`src/rtl/mem_arbiter.sv`:
```
// Two-master memory arbiter: an icache fetch port and a read/write data port share one
// synchronous single-port memory, with round-robin tie-break, burst timeout and a data-port grant cap.
module mem_arbiter #(
  parameter int BURST_MAX = 20,
  parameter int DP_MAX    = 4,
  parameter int DATA_W    = 16,
  parameter int ADDR_W    = 10
) (
  input  logic              clk,
  input  logic              rst,
  input  logic              clk_en,
  input  logic              ic_mreq,
  input  logic [ADDR_W-1:0] ic_addr,
  output logic              ic_gnt,
  output logic              ic_stall,
  output logic [DATA_W-1:0] ic_rdata,
  input  logic              dp_req,
  input  logic              dp_we,
  input  logic [ADDR_W-1:0] dp_addr,
  input  logic [DATA_W-1:0] dp_wdata,
  output logic              dp_gnt,
  output logic              dp_rvalid,
  output logic [DATA_W-1:0] dp_rdata,
  output logic [ADDR_W-1:0] mem_addr,
  output logic              mem_we,
  output logic [DATA_W-1:0] mem_wdata,
  input  logic [DATA_W-1:0] mem_rdata,
  output logic              err_timeout
);

  localparam int BW = $clog2(BURST_MAX + 1);
  localparam int DW = $clog2(DP_MAX + 1);

  typedef enum logic [1:0] {IDLE, IC, DP} state_t;

  state_t          state, state_nxt;
  state_t          last_owner, last_owner_nxt;
  logic [BW-1:0]   burst_cnt, burst_cnt_nxt;
  logic [DW-1:0]   dp_cnt, dp_cnt_nxt;
  logic            err_nxt;
  logic            rvld_p1;
  logic            dp_access;

  function automatic logic [DW-1:0] dp_sat_inc(input logic [DW-1:0] c);
    return (c >= DW'(DP_MAX)) ? DW'(DP_MAX) : c + DW'(1);
  endfunction

  always_comb begin
    state_nxt      = state;
    last_owner_nxt = last_owner;
    burst_cnt_nxt  = burst_cnt;
    dp_cnt_nxt     = dp_cnt;
    err_nxt        = err_timeout;
    case (state)
      IDLE: begin
        if (ic_mreq && (!dp_req || last_owner == DP)) state_nxt = IC;
        else if (dp_req)                              state_nxt = DP;
      end
      IC: begin
        if (!ic_mreq || burst_cnt == BW'(BURST_MAX - 1)) begin
          // Forced release when the icache has held memory too long
          err_nxt        = err_timeout | ic_mreq;
          state_nxt      = IDLE;
          last_owner_nxt = IC;
          burst_cnt_nxt  = '0;
        end else begin
          burst_cnt_nxt = burst_cnt + BW'(1);
        end
      end
      DP: begin
        if (!dp_req) begin
          state_nxt      = IDLE;
          last_owner_nxt = DP;
          dp_cnt_nxt     = '0;
        end else begin
          dp_cnt_nxt = dp_sat_inc(dp_cnt);
          if (ic_mreq && dp_cnt_nxt == DW'(DP_MAX)) begin
            state_nxt      = IDLE;
            last_owner_nxt = DP;
            dp_cnt_nxt     = '0;
          end
        end
      end
      default: state_nxt = IDLE;
    endcase
  end

  always_ff @(posedge clk) begin
    if (rst) begin
      state       <= IDLE;
      last_owner  <= DP;
      burst_cnt   <= '0;
      dp_cnt      <= '0;
      err_timeout <= 1'b0;
    end else if (clk_en) begin
      state       <= state_nxt;
      last_owner  <= last_owner_nxt;
      burst_cnt   <= burst_cnt_nxt;
      dp_cnt      <= dp_cnt_nxt;
      err_timeout <= err_nxt;
    end
  end

  // Stage p0 -> p1: memory returns read data one cycle after the granted address
  always_ff @(posedge clk) begin
    if (rst)         rvld_p1 <= 1'b0;
    else if (clk_en) rvld_p1 <= dp_gnt && !dp_we;
  end

  assign dp_access = (state == DP) && dp_req;
  // Grant and write are suppressed on a reset cycle so an aborted transfer never writes
  assign ic_gnt    = (state == IC);
  assign dp_gnt    = dp_access && clk_en && !rst;
  assign ic_stall  = ic_mreq && !ic_gnt;
  assign ic_rdata  = mem_rdata;
  assign mem_addr  = dp_access ? dp_addr : ic_addr;
  assign mem_we    = dp_gnt && dp_we;
  assign mem_wdata = dp_access ? dp_wdata : '0;
  assign dp_rvalid = rvld_p1;
  assign dp_rdata  = rvld_p1 ? mem_rdata : '0;

endmodule

```
`config.mk`:
```
export PLATFORM = sky130hd
export DESIGN_NAME = mem_arbiter
export DESIGN_NICKNAME = d
export VERILOG_FILES = /design/src/rtl/mem_arbiter.sv
export SDC_FILE = /design/constraint.sdc
export NUM_CORES = 1
export LEC_CHECK = 0
export BUFFER_PORTS_ARGS = -buffer_cell sky130_fd_sc_hd__buf_2
export CAP_MARGIN = 10
export CORE_AREA = 4 4 63 65
export CTS_CLUSTER_SIZE = 24
export DETAILED_ROUTE_END_ITERATION = 7
export DIE_AREA = 0 0 67 69
export PLACE_DENSITY = 0.8
export SLEW_MARGIN = 25
export SYNTH_ARGS = -nofsm -noshare
export SYNTH_HDL_FRONTEND = slang
export SYNTH_SLANG_ARGS = --single-unit
```
`constraint.sdc`:
```
create_clock -name clk -period 1.65 [get_ports clk]
set_input_delay 0.0825 -clock clk [delete_from_list [all_inputs] [get_ports clk]]
set_output_delay 0.0825 -clock clk [all_outputs]
set_load 0.02 [all_outputs]
```
==> results.yml <==
status:
  status: "finished clean"
logic_synthesis:
  synth_area_per_cell_sq_um: 8.20
  yosysUniqueCellTypes: 35
  synth-main-ff-cell: "dfxtp_1"
  yosysMostFrequentCell: "and2_1"
  syn_nets: 204
  yosysTopAreaCell: "dfxtp_1"
  synthesis.area_sq_um: 1170
  yosysWarnings: 0
  synth-seq-area-share_pct: 23.9
  synth_edf_count: 0
  synth_area_leaders: "dfxtp_1 24%, and2_1 18%, buf_4 10%"
  postSynthCellCount: 143
  netlist.area_leader.share_pct: 23.9
  ys_seq_elements: 14
  synthArstFlopShare_pct: 0
  synth_common_cells: "33 x and2_1, 16 x buf_4, 14 x dfxtp_1, 10 x mux2_2, 10 x nor2_1"
route:
  initialDrtViolationCount: 41
  ant_nets: 0
  wl_per_cell_microns: 12.9
  vias: 1342
  drt_wl_total_microns: 3800
  drc: 0
  avgViaCountPerCell: 4.55
  drtPass1Iterations: 4
die:
  die_h_microns: 69
  ios: 122
  initial_core_util_pct: 35.1
  fp.dieW_microns: 67
  die_area_sq_um: 4620
  core_area_sq_um: 3340
  fp-row-count: 21
place:
  dp_hpwl_microns: 3040
  placed_area_sq_um: 1680
  dp.cells: 288
  gp_congestion: 0.822
  portBuffers: 121
clock_network:
  cts-buffers-inserted: 3
  cts_root_buf: "clkbuf_4"
  clockBufferDepth: 2
  cts.sinks: 14
  clk_pin_slew_worst_paths_ns: 0.10
  clock_latency_ns: 0.29
  cts_max_level: 1
  cts_tree: "yes"
grt:
  grt_pass1_vias: 1229
  grt_pass1_wl_microns: 5590
  grt_max_degree: 19
  gr-total-overflow: 0
  antenna_found_initial: 0
  track_usage_pct: 14.9
timing:
  finalSetupViolCount: 0
  finalHoldViolCount: 0
  min_period_over_period_pct: 97.8
  worst_pin_slew_ns: 0.398
  slew_headroom_pct: 73.5
  max_freq_ghz: 0.619
  fin_crit_ns: 1.61
  clock_skew_ns: 0.0155
  tns_ns: 0
  slew_violations: 0
worst_setup_path:
  arrival_ns: 1.53
  worst_r2r_startpoint: "burst_cnt[0]"
  path_class: "flop to output pin"
  startpoint_type: "flop"
  cp_max_fo: 8
  cp.required_ns: 1.57
  startpoint: "state[0]"
  endpoint_kind: "output pin"
pwr:
  pwr-share-comb_pct: 34.2
  switching_share_pct: 31.8
  clockPowerShare_pct: 27.1
  irDropWorstVdd_uv: 349
  p_int_uw: 632
  power_density_nw_per_um2: 514
  leakagePower_uw: 0.00102
  p_switching_uw: 295
  seqPwrFrac_pct: 38.6
hold_path:
  hold_path.class: "input port to flop"
  worstHoldStart: "rst"
cells_and_area:
  nNetsFinal: 311
  drive_above_1_share_pct: 58.6
  antenna_cells: 0
  final_cells: 295
  area_growth_pct: 53.7
  fillers: 321
  finish.instance_area_sq_um: 1800
run:
  maxCapViolCount: 0
-- path summary, 6_finish.rpt --
kind,endpoint,slack (ns),cells past startpoint
max,mem_addr[1],0.04,3
min,err_timeout,0.10,2
max reg2reg,state[1],0.17,5
min reg2reg,last_owner[0],0.47,1
-- registers in the layout, indices dropped and copies added, names as in the netlist --
signal,flops
dp_rvalid,1
err_timeout,1
dp_cnt,3
state,2
burst_cnt,5
last_owner,2
-- logic make-up after synthesis --
family / after synthesis / share of synthesized area, %
AO/OA/AOI/OAI: 15 / 9.07
multiplexers: 11 / 10.5
AND/OR/NAND/NOR: 68 / 34.8
flip-flops: 14 / 23.9
buffers and inverters: 28 / 15.6
XOR/XNOR: 4 / 2.99
adder cells (fa/ha/maj): 3 / 3.20
-- metrics by stage --
step	total power, uW	worst slack, ns	hold slack, ns	utilization (%)
CTS	915	0.0204	0.0904	52.1
floorplan	552	0.152	0.260	-
global placement	648	0.177	0.393	50.3
global route	979	-0.00508	0.105	54.0
detailed placement	652	0.135	0.395	50.3
finish	926	0.0358	0.101	54.0
-- layer usage --
metal	track usage [%]	vias to the layer above	wire, microns
met3	2.92	2	416
met4	3.38	0	19
li1	-	675	-
met2	28.4	70	1980
met5	0	-	0
met1	16.3	595	1380
-- power by group through the flow --
stage / sequential, uW / combinational [uW] / clock (uW)
3_3_place_gp: 363 / 285 / 0
3_5_place_dp: 363 / 289 / 0
5_1_grt: 359 / 342 / 278
6_report: 358 / 317 / 251
2_1_floorplan: 361 / 191 / 0
4_1_cts: 359 / 295 / 261
-- cell type report --
class | instances | area, sq um | area share [%]
clock buffer | 4 | 36.3 | 2.01
inverter | 5 | 18.8 | 1.04
multi-input combinational | 103 | 759 | 42.2
sequential | 14 | 287 | 15.9
tap | 46 | 57.6 | 3.19
timing repair buffer | 123 | 643 | 35.7
-- critical path, cell delays in order, from the launching register on --
cell	delay, ns
dfxtp_4	0.38
and3b_4	0.38
mux2_4	0.32
buf_4	0.16
-- cells in the final DEF, fill, tap and decap left out, types with 5 or more instances in the layout --
master     n
a21oi_1    6
and2_1    33
buf_2    115
buf_4      6
dfxtp_1   11
inv_1      5
mux2_4     6
nand2_1    5
nor2_1    10
-- repair_timing --
action                                 CTS  global route
pin swaps                                0             1
setup buffers                            0             1
hold buffers                             0             0
gates cloned                             2             0
endpoints found under the hold margin    0             0
setup endpoints to repair               18             9
resized for setup                        4            17
(Power assumes the default switching activity.)
